**config.mk**
```make
export PLATFORM = sky130hd
export DESIGN_NAME = seq_nonrestoring_divider_flat
export DESIGN_NICKNAME = d
export VERILOG_FILES = /design/src/rtl/seq_nonrestoring_divider_if.sv /design/src/rtl/seq_nonrestoring_divider.sv /design/src/flat_wrapper.sv
export SDC_FILE = /design/constraint.sdc
export NUM_CORES = 1
export LEC_CHECK = 0
export CAP_MARGIN = 20
export CELL_PAD_IN_SITES_DETAIL_PLACEMENT = 1
export CELL_PAD_IN_SITES_GLOBAL_PLACEMENT = 2
export CORE_MARGIN = 2
export CORE_UTILIZATION = 32
export CTS_CLUSTER_DIAMETER = 120
export DETAILED_ROUTE_END_ITERATION = 8
export HOLD_SLACK_MARGIN = 0.02
export PLACE_DENSITY = 0.77
export SYNTH_ARGS = -nofsm -noshare
export SYNTH_HDL_FRONTEND = slang
export SYNTH_SLANG_ARGS = --single-unit
export TNS_END_PERCENT = 100
```
**constraint.sdc**
```tcl
create_clock -name clk -period 6.23 [get_ports clk]
set_clock_uncertainty 0.2 [all_clocks]
set_input_delay 1.246 -clock clk [delete_from_list [all_inputs] [get_ports clk]]
set_output_delay 1.246 -clock clk [all_outputs]
set_load 0.03 [all_outputs]
```
**src/rtl/seq_nonrestoring_divider_if.sv**
```systemverilog
// Operand/result handshake bundle for seq_nonrestoring_divider.
// The requester drives the master side, the divider the slave side.
interface seq_nonrestoring_divider_if #(
    parameter int WIDTH     = 24,
    parameter int FRAC_BITS = 26
);
    localparam int QW = WIDTH + FRAC_BITS;

    logic             in_valid;
    logic             in_ready;
    logic [WIDTH-1:0] dividend;
    logic [WIDTH-1:0] divisor;
    logic             out_valid;
    logic             out_ready;
    logic [QW-1:0]    quotient;
    logic [WIDTH-1:0] remainder;
    logic             div_by_zero;
    logic             busy;

    modport master (
        output in_valid, dividend, divisor, out_ready,
        input  in_ready, out_valid, quotient, remainder,
        input  div_by_zero, busy
    );

    modport slave (
        input  in_valid, dividend, divisor, out_ready,
        output in_ready, out_valid, quotient, remainder,
        output div_by_zero, busy
    );
endinterface

```
**src/rtl/seq_nonrestoring_divider.sv**
```systemverilog
// Iterative unsigned non-restoring divider, one quotient bit per clock.
// Dividend is pre-shifted by FRAC_BITS; a FIX cycle corrects the remainder.
module seq_nonrestoring_divider #(
    parameter int WIDTH     = 24,
    parameter int FRAC_BITS = 26,
    parameter int CNT_W     = 6
) (
    input  logic                          clk,
    input  logic                          rst,
    seq_nonrestoring_divider_if.slave     bus
);
    localparam int QW = WIDTH + FRAC_BITS;

    localparam logic [1:0] S_IDLE = 2'd0;
    localparam logic [1:0] S_RUN  = 2'd1;
    localparam logic [1:0] S_FIX  = 2'd2;
    localparam logic [1:0] S_DONE = 2'd3;

    logic [1:0]       r_state;
    logic [WIDTH:0]   r_a;
    logic [QW-1:0]    r_q;
    logic [WIDTH-1:0] r_b;
    logic [CNT_W-1:0] r_cnt;
    logic [QW-1:0]    r_quot;
    logic [WIDTH-1:0] r_rem;
    logic             r_dbz;

    logic [WIDTH:0]   w_shift;
    logic [WIDTH:0]   w_b_ext;
    logic [WIDTH:0]   w_new_a;
    logic [WIDTH:0]   w_fix_a;

    // |A| < B keeps the shifted partial remainder inside WIDTH+1 bits,
    // so the top bit of the WIDTH+2 bit shift can be dropped up front.
    assign w_shift = {r_a[WIDTH-1:0], r_q[QW-1]};
    assign w_b_ext = {1'b0, r_b};
    assign w_new_a = r_a[WIDTH] ? (w_shift + w_b_ext)
                                : (w_shift - w_b_ext);
    assign w_fix_a = r_a[WIDTH] ? (r_a + w_b_ext) : r_a;

    assign bus.in_ready    = (r_state == S_IDLE);
    assign bus.out_valid   = (r_state == S_DONE);
    assign bus.busy        = (r_state == S_RUN) || (r_state == S_FIX);
    assign bus.quotient    = r_quot;
    assign bus.remainder   = r_rem;
    assign bus.div_by_zero = r_dbz;

    always_ff @(posedge clk or posedge rst) begin
        if (rst) begin
            r_state <= S_IDLE;
            r_a     <= '0;
            r_q     <= '0;
            r_b     <= '0;
            r_cnt   <= '0;
            r_quot  <= '0;
            r_rem   <= '0;
            r_dbz   <= 1'b0;
        end else begin
            case (r_state)
                S_IDLE: begin
                    if (bus.in_valid) begin
                        if (bus.divisor == '0) begin
                            r_quot  <= '1;
                            r_rem   <= '0;
                            r_dbz   <= 1'b1;
                            r_state <= S_DONE;
                        end else begin
                            r_a     <= '0;
                            r_q     <= QW'(bus.dividend) << FRAC_BITS;
                            r_b     <= bus.divisor;
                            r_cnt   <= '0;
                            r_state <= S_RUN;
                        end
                    end
                end
                S_RUN: begin
                    r_a   <= w_new_a;
                    r_q   <= {r_q[QW-2:0], ~w_new_a[WIDTH]};
                    r_cnt <= r_cnt + CNT_W'(1);
                    if (r_cnt == CNT_W'(QW - 1)) begin
                        r_state <= S_FIX;
                    end
                end
                S_FIX: begin
                    r_a     <= w_fix_a;
                    r_quot  <= r_q;
                    r_rem   <= w_fix_a[WIDTH-1:0];
                    r_dbz   <= 1'b0;
                    r_state <= S_DONE;
                end
                S_DONE: begin
                    if (bus.out_ready) begin
                        r_state <= S_IDLE;
                    end
                end
                default: r_state <= S_IDLE;
            endcase
        end
    end
endmodule

```
**src/flat_wrapper.sv**
```systemverilog
// flat-port wrapper written by rule: the top's interface ports become plain ports
module seq_nonrestoring_divider_flat 
#(
    parameter int WIDTH     = 24,
    parameter int FRAC_BITS = 26,
    parameter int CNT_W     = 6
)
  (clk, rst, bus_in_valid, bus_dividend, bus_divisor, bus_out_ready, bus_in_ready, bus_out_valid, bus_quotient, bus_remainder, bus_div_by_zero, bus_busy);
  seq_nonrestoring_divider_if #(.WIDTH(WIDTH), .FRAC_BITS(FRAC_BITS)) bus_i ();
  input  logic clk;
  input  logic rst;
  input wire logic [$bits(bus_i.in_valid)-1:0] bus_in_valid;
  input wire logic [$bits(bus_i.dividend)-1:0] bus_dividend;
  input wire logic [$bits(bus_i.divisor)-1:0] bus_divisor;
  input wire logic [$bits(bus_i.out_ready)-1:0] bus_out_ready;
  output wire logic [$bits(bus_i.in_ready)-1:0] bus_in_ready;
  output wire logic [$bits(bus_i.out_valid)-1:0] bus_out_valid;
  output wire logic [$bits(bus_i.quotient)-1:0] bus_quotient;
  output wire logic [$bits(bus_i.remainder)-1:0] bus_remainder;
  output wire logic [$bits(bus_i.div_by_zero)-1:0] bus_div_by_zero;
  output wire logic [$bits(bus_i.busy)-1:0] bus_busy;
  assign bus_i.in_valid = bus_in_valid;
  assign bus_i.dividend = bus_dividend;
  assign bus_i.divisor = bus_divisor;
  assign bus_i.out_ready = bus_out_ready;
  assign bus_in_ready = bus_i.in_ready;
  assign bus_out_valid = bus_i.out_valid;
  assign bus_quotient = bus_i.quotient;
  assign bus_remainder = bus_i.remainder;
  assign bus_div_by_zero = bus_i.div_by_zero;
  assign bus_busy = bus_i.busy;
  seq_nonrestoring_divider #(.WIDTH(WIDTH), .FRAC_BITS(FRAC_BITS), .CNT_W(CNT_W)) u_core (.clk(clk), .rst(rst), .bus(bus_i));
endmodule
```
==> impl_metrics.env, run 1 <==
export IMPL_die_h_um=186.4
export IMPL_ir_drop_mv=0.2201
export IMPL_power_density_nw_per_um2=555.4
export IMPL_arrival_ps=4880
export IMPL_row_count=66
export IMPL_finalSetupTns_ps=0
export IMPL_io_buffers=129
export IMPL_min_from="u_core.bus.remainder[11]"
export IMPL_place_congestion=0.8357
export IMPL_leakage_nw=5.422
export IMPL_cts_tree="done"
export IMPL_crit_chain="or4_4 > or3_1 > nor4_1 > nor2_1 > xnor2_1 > ha_1 > a21boi_1 > o21ai_0 > a31oi_1 > a311o_1 > o41ai_2 > a211oi_1 > buf_4 > a221o_1"
export IMPL_fin_crit_sh_pct=76.24
export IMPL_clock_root_buffer="clkbuf_16"
export IMPL_finalSetupViolCount=0
export IMPL_drtIter0Drc=506
export IMPL_setup_slack_ps=1480
export IMPL_drive_above_1_share_pct=8.000
export IMPL_cts_sinks=182
export IMPL_critical_path_class="register to register"
export IMPL_synth_area_um2=10640
export IMPL_drtPass1Iterations=5
export IMPL_worstSetupEndpointType="register"
export IMPL_ant_nets=0
export IMPL_worst_setup_path_start_kind="register"
export IMPL_clk_latency_ps=450
export IMPL_routed_wl_um=33670
export IMPL_nets=1396
export IMPL_syn_area_per_cell_um2=9.011
export IMPL_path_buf_inv=1
export IMPL_critPathMaxFanout=7
export IMPL_crit_path_top_delay_cell="or4_4"
export IMPL_coreArea_um2=32620
export IMPL_postSynth_asyncResetShare_pct=100.0
export IMPL_synth_xor_area_share_pct=4.609
export IMPL_cts_clk_slew_worst_paths_ps=80
export IMPL_path_delay_family="simple AND/OR/NAND/NOR gates"
export IMPL_worst_pin_slew_ps=942.0
export IMPL_slowest_delay_ps=610
export IMPL_ys_seq_elements=182
export IMPL_hold_viol_final=0
export IMPL_viasPerCell=5.300
export IMPL_status="completed"
export IMPL_rsz0062_at_grt="no"
export IMPL_cts_setup_buffers=0
export IMPL_yosys_area_share_simple_pct=13.86
export IMPL_fmax_mhz=210.5
export IMPL_diodes=0
export IMPL_synth_flop_cell="dfrtp_1"
export IMPL_grt_pass1_vias=9669
export IMPL_netlist_instances=1181
export IMPL_synth_adder_area_share_pct=6.843
export IMPL_crit_required_ps=6360
export IMPL_hold_depth=2
export IMPL_cts_hold_buf=0
export IMPL_yosysWarningCount=0
export IMPL_routedWlPerCell_um=19.33
export IMPL_synth_edff_count=0
export IMPL_grt_use_total_pct=19.62
export IMPL_synth_top_family_by_area="compound AO/OA/AOI/OAI gates"
export IMPL_hold_class="register to register"
export IMPL_finalCriticalPeriod_ps=4750
export IMPL_rr_endpoint="u_core.r_a[24]"
export IMPL_start_util_pct=32.62
export IMPL_grt_pass1_wl_um=54700
export IMPL_grt_remaining_overflow=0
export IMPL_synth_cell_type_count=71
export IMPL_r2r_start="u_core.r_b[6]"
export IMPL_ys_seq_area_share_pct=42.80
export IMPL_cts_resized=0
export IMPL_drc=0
export IMPL_num_vias=9232
export IMPL_synth_nets=1290
export IMPL_slew_violations=0
export IMPL_io_pins=130
export IMPL_synth_compound_area_share_pct=23.12
export IMPL_die_area_um2=34730
export IMPL_rr_worst_depth=14
export IMPL_dp_hpwl_um=24460
export IMPL_clock_path_buffers=2
export IMPL_post_route_util_pct=40.15
export IMPL_place_ws_ps=1331
export IMPL_numCtsBuffers=17
export IMPL_hold_end="u_core.bus.remainder[11]"
export IMPL_antenna_found_initial=0
export IMPL_areaGrowthSynthToFinish_pct=23.06
export IMPL_reg2reg_slack_ps=1480
export IMPL_relSlewSlack_pct=37.20
export IMPL_die_x_um=186.4
export IMPL_grt_max_degree=127
export IMPL_cap_violations=0
export IMPL_cts_max_level=4
export IMPL_synth_area_mux_share_pct=3.821
-- per-stage QoR --
stage                     hold WS (ps)  area, um^2  power [mW]  instances
after detailed placement         269.4       12450       6.159       1708
after floorplan                  268.8       10650       4.735       1181
after CTS                        290.4       13060       7.327       1740
final                            280.4       13100       7.274       1742
after global placement           250.7       12450       6.090       1708
after global routing             321.2       13100       7.843       1742
-- flip-flops by register name, summed over array words and instances, names as in the netlist --
| register | cells |
|---|---|
| u_core.bus.quotient | 50 |
| u_core.r_state | 2 |
| u_core.bus.remainder | 24 |
| u_core.bus.div_by_zero | 1 |
| u_core.r_q | 50 |
| u_core.r_a | 25 |
| u_core.r_b | 24 |
| u_core.r_cnt | 6 |
-- layout make-up --
| class | count | area [um^2] |
|---|---|---|
| inverter | 78 | 296.5 |
| clock inverter | 14 | 177.7 |
| fill | 3752 | 19520 |
| tap | 442 | 553.0 |
| timing repair buffer | 149 | 1486 |
| multi-input combinational | 859 | 5598 |
| sequential | 182 | 4554 |
| clock buffer | 18 | 429.2 |
-- layout by cell type (no fill, tap or decap), types with 21 or more instances in the layout --
| master | n |
|---|---|
| a21o_1 | 21 |
| a21oi_1 | 64 |
| a22oi_1 | 27 |
| a31oi_1 | 64 |
| clkdlybuf4s50_1 | 129 |
| dfrtp_1 | 182 |
| ha_1 | 54 |
| inv_1 | 75 |
| mux2_2 | 29 |
| nand2_1 | 101 |
| nand3_1 | 37 |
| nor2_1 | 104 |
| nor3_1 | 21 |
| o21ai_0 | 103 |
| xnor2_1 | 26 |
| xor2_1 | 30 |
-- tightest hold or removal path, cell delays in order (launching register included) --
cell	delay [ps]
dfrtp_1	340
nand2_1	40
o21ai_0	60
-- Yosys cell counts (all sizes together), types with 4 or more instances --
master    n  share of area, %
a31o      4              0.33
a21oi    66               3.1
a21o     21               1.5
buf       8              0.29
ha       55               6.5
o21bai    7              0.49
a211oi    8              0.56
nand4     4              0.24
nor4      9              0.53
or3      11              0.65
xor2     30               2.5
clkbuf   54               1.9
o22ai     6              0.35
inv      76               2.7
o21a     11              0.78
nand3    37               1.7
nand2b    6              0.35
a21boi    4              0.28
mux2i     8              0.75
dfrtp   182                43
nor2    105               3.7
nand2   101               3.6
a31oi    64               3.8
mux2     29               3.1
and3      7              0.41
a22oi    27               1.9
or2       4              0.24
xnor2    26               2.1
o211ai    7              0.49
o221ai    5              0.41
o31ai    12              0.89
nor3     22               1.1
nor2b     6              0.42
o21ai   109               5.2
a221o     5              0.47
-- kinds of logic after synthesis --
kind of cell             after synthesis
XOR/XNOR                              56
flip-flops                           182
adder cells (fa/ha/maj)               57
multiplexers                          37
buffers and inverters                140
AND/OR/NAND/NOR                      324
AO/OA/AOI/OAI                        385
-- worst max path at each step --
stage,end,cells past startpoint,slack (ps),start
floorplan,u_core.r_a[24],13,2260,u_core.r_b[6]
global placement,u_core.r_a[9],11,1520,bus_divisor[0]
detailed placement,u_core.r_a[24],11,1330,bus_divisor[0]
CTS,u_core.r_a[24],14,1530,u_core.r_b[6]
global route,u_core.r_a[24],14,1190,u_core.r_b[6]
finish,u_core.r_a[24],14,1480,u_core.r_b[6]
-- power by group --
group	internal (mW)	switching, mW	total [mW]
sequential	1.55	0.386	1.93
combinational	1.61	2.60	4.21
clock	0.578	0.551	1.13
total	3.73	3.54	7.27
-- per-layer routing --
layer | vias up | wire [um] | GRT usage [%] | part of all wire, %
met5 | - | 0 | 0 | 0
met4 | 0 | 772 | 6.338 | 2.3
met3 | 42 | 867 | 2.539 | 2.6
met2 | 134 | 16320 | 33.42 | 48
met1 | 4579 | 15720 | 25.81 | 47
li1 | 4477 | - | - | -
(Power assumes the default switching activity.)
==> run 2, diff against run 1 <==
==> constraint.sdc (replaced) <==
create_clock -name clk -period 3.9 [get_ports clk]
set_clock_uncertainty 0.2 [all_clocks]
set_input_delay 0.78 -clock clk [delete_from_list [all_inputs] [get_ports clk]]
set_output_delay 0.78 -clock clk [all_outputs]
set_load 0.03 [all_outputs]
==> run 2 against run 1 <==
  * Non-clock buffer count grew 83
  * Core utilization grew 2.7 points
  * Sequential power grew 54%
  * Clock-buffer cell count shrank 1
  * Critical path type unchanged
  * Hold slack lost 11 ps
==> impl_metrics.env, run 2 (synthesis gave the netlist of run 1 again) <==
export IMPL_reg2reg_slack_ps=40
export IMPL_critical_path_class="register to register"
export IMPL_io_pins=130
export IMPL_num_vias=9539
export IMPL_cts_sinks=182
export IMPL_leakage_nw=5.880
export IMPL_die_area_um2=34730
export IMPL_clock_path_buffers=2
export IMPL_crit_path_start="u_core.r_b[13]"
export IMPL_grt_max_degree=68
export IMPL_ir_drop_mv=0.3519
export IMPL_min_from="u_core.bus.remainder[14]"
export IMPL_slew_violations=0
export IMPL_ant_nets=0
export IMPL_cts_clk_slew_worst_paths_ps=80
export IMPL_power_density_nw_per_um2=901.5
export IMPL_holdWs_ps=269.4
export IMPL_worst_pin_slew_ps=1028
export IMPL_hold_class="register to register"
export IMPL_drtIter0Drc=381
export IMPL_grt_use_total_pct=20.21
export IMPL_clock_root_buffer="clkbuf_16"
export IMPL_worst_setup_path_start_kind="register"
export IMPL_fin_crit_sh_pct=99.06
export IMPL_dp_hpwl_um=25780
export IMPL_drtPass1Iterations=4
export IMPL_critPathMaxFanout=4
export IMPL_cap_violations=0
export IMPL_die_h_um=186.4
export IMPL_die_x_um=186.4
export IMPL_mostFrequentLayoutCell="dfrtp_1"
export IMPL_status="completed"
export IMPL_crit_required_ps=4040
export IMPL_setup_slack_ps=36.61
export IMPL_mostFrequentLayoutCells="dfrtp_1, clkdlybuf4s50_1, nor2_1"
export IMPL_start_util_pct=32.62
export IMPL_io_buffers=129
export IMPL_hold_end="u_core.bus.remainder[14]"
export IMPL_r2r_start="u_core.r_b[13]"
export IMPL_grt_pass1_wl_um=55780
export IMPL_routed_wl_um=34460
export IMPL_relSlewSlack_pct=30.93
export IMPL_rsz0062_at_grt="yes"
export IMPL_diodes=0
export IMPL_areaGrowthSynthToFinish_pct=31.24
export IMPL_hold_viol_final=0
export IMPL_coreArea_um2=32620
export IMPL_worstSetupEndpointType="register"
export IMPL_clk_latency_ps=460
export IMPL_row_count=66
export IMPL_routedWlPerCell_um=18.88
export IMPL_power_mw=12.59
export IMPL_numCtsBuffers=17
export IMPL_nFillCells=3715
export IMPL_cts_max_level=4
export IMPL_fmax_mhz=258.8
export IMPL_hold_depth=2
export IMPL_rr_worst_depth=13
export IMPL_antenna_found_initial=0
export IMPL_drc=0
export IMPL_viasPerCell=5.227
export IMPL_finalSetupViolCount=0
export IMPL_drive_above_1_share_pct=15.62
export IMPL_finalCriticalPeriod_ps=3863
export IMPL_cts_tree="done"
export IMPL_nets=1479
export IMPL_place_ws_ps=-308.7
export IMPL_rr_endpoint="u_core.r_a[24]"
export IMPL_place_congestion=0.8521
export IMPL_grt_remaining_overflow=0
export IMPL_grt_pass1_vias=10040
export IMPL_arrival_ps=4000
## run 2: per-stage QoR
stage                     cells  util (%)  setup TNS [ps]  instance area (um^2)
after floorplan            1181         -               0                 10650
after global placement     1790     40.35          -196.0                 13160
after detailed placement   1790     40.35          -567.7                 13160
after CTS                  1823     42.39               0                 13830
after global routing       1825     42.82          -264.1                 13970
final                      1825     42.82               0                 13970
## run 2: what timing repair did
action	CTS	global route
gates cloned	0	0
gates resized for setup	14	25
endpoints found under the hold margin	0	0
endpoints found under the setup margin	5	8
pin swaps	7	13
hold buffers	0	0
buffers inserted	1	1
## run 2: final cells by class
class / instances / area, um^2 / area share (%)
Clock inverter: 15 / 170.2 / 1.218
Timing Repair Buffer: 232 / 2188 / 15.67
Multi-Input combinational cell: 859 / 5778 / 41.37
Sequential cell: 182 / 4554 / 32.61
Clock buffer: 17 / 425.4 / 3.046
Tap cell: 442 / 553.0 / 3.960
Inverter: 78 / 296.5 / 2.123
## run 2: critical path, cell delays in order, from the launching register on
cell and delay [ps]:
dfrtp_1 390, or4_4 540, or3_4 420, nor3_2 180
buf_4 160, a21oi_1 70, xnor2_1 160, ha_1 330
a21o_1 210, a21o_1 230, buf_4 140, o41ai_2 310
a211oi_2 80, a221o_1 320
## run 2: where the power goes
part	switching [mW]	leakage, nW	internal, mW
Clock	0.910	0.289	0.869
Combinational	4.57	3.36	3.27
Sequential	0.499	2.23	2.47
Total	5.98	5.88	6.61
## run 2: worst max path at each step
stage / cells after the start / to / slack [ps]
finish: 13 / u_core.r_a[24] / 40
global placement: 16 / u_core.r_a[21] / -150
CTS: 13 / u_core.r_a[24] / 5
detailed placement: 16 / u_core.r_a[21] / -310
floorplan: 13 / u_core.r_a[24] / 10
global route: 13 / u_core.r_a[24] / -110
## run 2: layer usage
metal	vias to the layer above	track usage, %	routed length [um]
met1	4738	25.70	15560
met2	135	35.16	17090
met4	0	6.369	759
met3	43	3.178	1051
met5	-	0	0
li1	4623	-	-
==> run 3, diff against run 2 <==
--- a/config.mk
+++ b/config.mk
@@ -8,6 +8,7 @@
 export CAP_MARGIN = 20
 export CELL_PAD_IN_SITES_DETAIL_PLACEMENT = 1
 export CELL_PAD_IN_SITES_GLOBAL_PLACEMENT = 2
+export CORE_ASPECT_RATIO = 0.7
 export CORE_MARGIN = 2
 export CORE_UTILIZATION = 32
 export CTS_CLUSTER_DIAMETER = 120
==> run 3 against run 2 <==
  * The run now ends with negative setup slack left
  * First-iteration DRC count increased by 54%
  * Die area about the same
  * Total power increased by 2.1%
  * Worst setup slack got worse by 72 ps
  * Highest routed layer unchanged
==> impl_metrics.env, run 3 (synthesis gave the netlist of run 1 again) <==
export IMPL_die_area_um2=34750
export IMPL_setup_slack_ps=-34.89
export IMPL_mostFrequentLayoutCell="dfrtp_1"
export IMPL_cts_sinks=182
export IMPL_areaGrowthSynthToFinish_pct=32.02
export IMPL_drive_above_1_share_pct=16.70
export IMPL_crit_chain="or3_4 > nor4_4 > buf_4 > a21oi_1 > xor2_1 > ha_1 > a21oi_2 > o221ai_2 > a32oi_2 > a21oi_4 > a2111oi_4 > buf_4 > o21bai_1 > xnor2_1 > o221ai_1"
export IMPL_slowest_delay_ps=420
export IMPL_finalSetupViolCount=1
export IMPL_rr_worst_depth=15
export IMPL_worstSetupEndpointType="register"
export IMPL_drc=0
export IMPL_row_count=55
export IMPL_fin_crit_sh_pct=100.9
export IMPL_fmax_mhz=254.1
export IMPL_arrival_ps=4060
export IMPL_worst_pin_slew_ps=808.1
export IMPL_cts_clk_slew_worst_paths_ps=70
export IMPL_io_buffers=129
export IMPL_viasPerCell=5.345
export IMPL_holdWs_ps=270.3
export IMPL_r2r_start="u_core.r_b[3]"
export IMPL_finalCriticalPeriod_ps=3935
export IMPL_rr_endpoint="u_core.r_a[21]"
export IMPL_nets=1485
export IMPL_crit_top_cell="buf_4"
export IMPL_drtPass1Iterations=4
export IMPL_m1WireLength_um=18540
export IMPL_status="finished, violations left"
export IMPL_ir_drop_mv=0.2811
export IMPL_instances_no_fill=1816
export IMPL_cts_max_level=4
export IMPL_power_density_nw_per_um2=914.8
export IMPL_hold_viol_final=0
export IMPL_leakage_nw=5.927
export IMPL_cts_tree="done"
export IMPL_seq_area_um2=4554
export IMPL_crit_cells=15
export IMPL_grt_use_total_pct=21.15
export IMPL_routed_wl_um=36410
export IMPL_diodes=0
export IMPL_place_congestion=0.8780
export IMPL_dr_wl_met3_um=1104
export IMPL_grt_pass1_vias=9906
export IMPL_path_buf_inv=2
export IMPL_antenna_found_initial=0
export IMPL_io_pins=130
export IMPL_critical_path_class="register to register"
export IMPL_num_vias=9706
export IMPL_crit_required_ps=4020
export IMPL_dp_cells=1768
export IMPL_met2_length_um=16300
export IMPL_drtIter0Drc=586
export IMPL_nFillCells=3725
export IMPL_clk_latency_ps=460
export IMPL_mostFrequentLayoutCells="dfrtp_1, clkdlybuf4s50_1, nor2_1"
export IMPL_multi_input_area_um2=5854
export IMPL_cts_hold_buf=0
export IMPL_numCtsBuffers=17
export IMPL_rsz0062_at_grt="yes"
export IMPL_reg2reg_slack_ps=-30
export IMPL_ant_nets=0
export IMPL_clock_root_buffer="clkbuf_16"
export IMPL_worst_setup_path_start_kind="register"
export IMPL_start_util_pct=32.69
export IMPL_grt_remaining_overflow=0
export IMPL_path_delay_family="compound AO/OA/AOI/OAI gates"
export IMPL_clock_path_buffers=2
export IMPL_critPathMaxFanout=3
export IMPL_finalSetupTns_ps=-34.89
export IMPL_dp_hpwl_um=26510
export IMPL_crit_end="u_core.r_a[21]"
export IMPL_crit_path_start="u_core.r_b[3]"
export IMPL_coreArea_um2=32550
export IMPL_top_layer="met4"
export IMPL_hold_class="register to register"
export IMPL_relSlewSlack_pct=45.63
export IMPL_fin_area_um2=14050
export IMPL_dpl_cell_area_um2=13050
export IMPL_die_x_um=222.0
export IMPL_grt_pass1_wl_um=57100
export IMPL_routedWlPerCell_um=20.05
export IMPL_place_ws_ps=-490.8
export IMPL_violations="negative setup slack"
export IMPL_grt_max_degree=77
export IMPL_slew_violations=0
export IMPL_hold_depth=2
export IMPL_crit_path_top_delay_cell="or3_4"
export IMPL_power_mw=12.85
export IMPL_cap_violations=0
export IMPL_die_h_um=156.6
export IMPL_post_route_util_pct=43.16
run 3: cell count changes in the layout (fill, tap and decap cells not counted), moves of 2 or more:
cell,change
nor2_1,-2
a21oi_4,+2
clkinv_8,-2
clkbuf_8,+3
inv_6,-2
buf_4,+8
buf_12,-4
run 3: where the power goes:
group          internal [mW]  switching [mW]  leakage [nW]
registers               2.47           0.485          2.23
clock network          0.957           0.869         0.292
logic                   3.31            4.76          3.41
total                   6.73            6.12          5.93
run 3: worst min path at each step:
stage | start | to | slack [ps]
detailed placement | u_core.bus.remainder[14] | u_core.bus.remainder[14] | 260
CTS | u_core.bus.remainder[14] | u_core.bus.remainder[14] | 280
finish | u_core.bus.remainder[14] | u_core.bus.remainder[14] | 270
global placement | u_core.bus.remainder[16] | u_core.bus.remainder[16] | 260
global route | u_core.bus.remainder[14] | u_core.bus.remainder[14] | 300
floorplan | u_core.r_q[9] | u_core.r_q[10] | 270
run 3: cell type report:
class                      instances  share of cell area [%]
tap                              427                   3.803
multi-input combinational        859                   41.67
clock buffer                      20                   3.322
sequential                       182                   32.42
clock inverter                    12                  0.9619
timing repair buffer             238                   15.71
inverter                          78                   2.111
run 3: worst register-to-register path, cell delays in order (launching register included):
cell       delay (ps)
dfrtp_1           390
or3_4             420
nor4_4            140
buf_4             150
a21oi_1            70
xor2_1            160
ha_1              350
a21oi_2           240
o221ai_2          150
a32oi_2           350
a21oi_4           150
a2111oi_4         420
buf_4             170
o21bai_1           80
xnor2_1           220
o221ai_1          140
run 3: metal layers:
metal / global-route usage (%) / up-vias
met3: 3.567 / 31
li1: - / 4641
met4: 4.601 / 0
met5: 0 / -
met1: 30.56 / 4880
met2: 33.18 / 154
run 3: what timing repair did:
item,in CTS,in global routing
gates resized for setup,22,29
pin swaps,17,23
gates cloned,0,0
buffers inserted,5,9
endpoints found under the setup margin,7,10
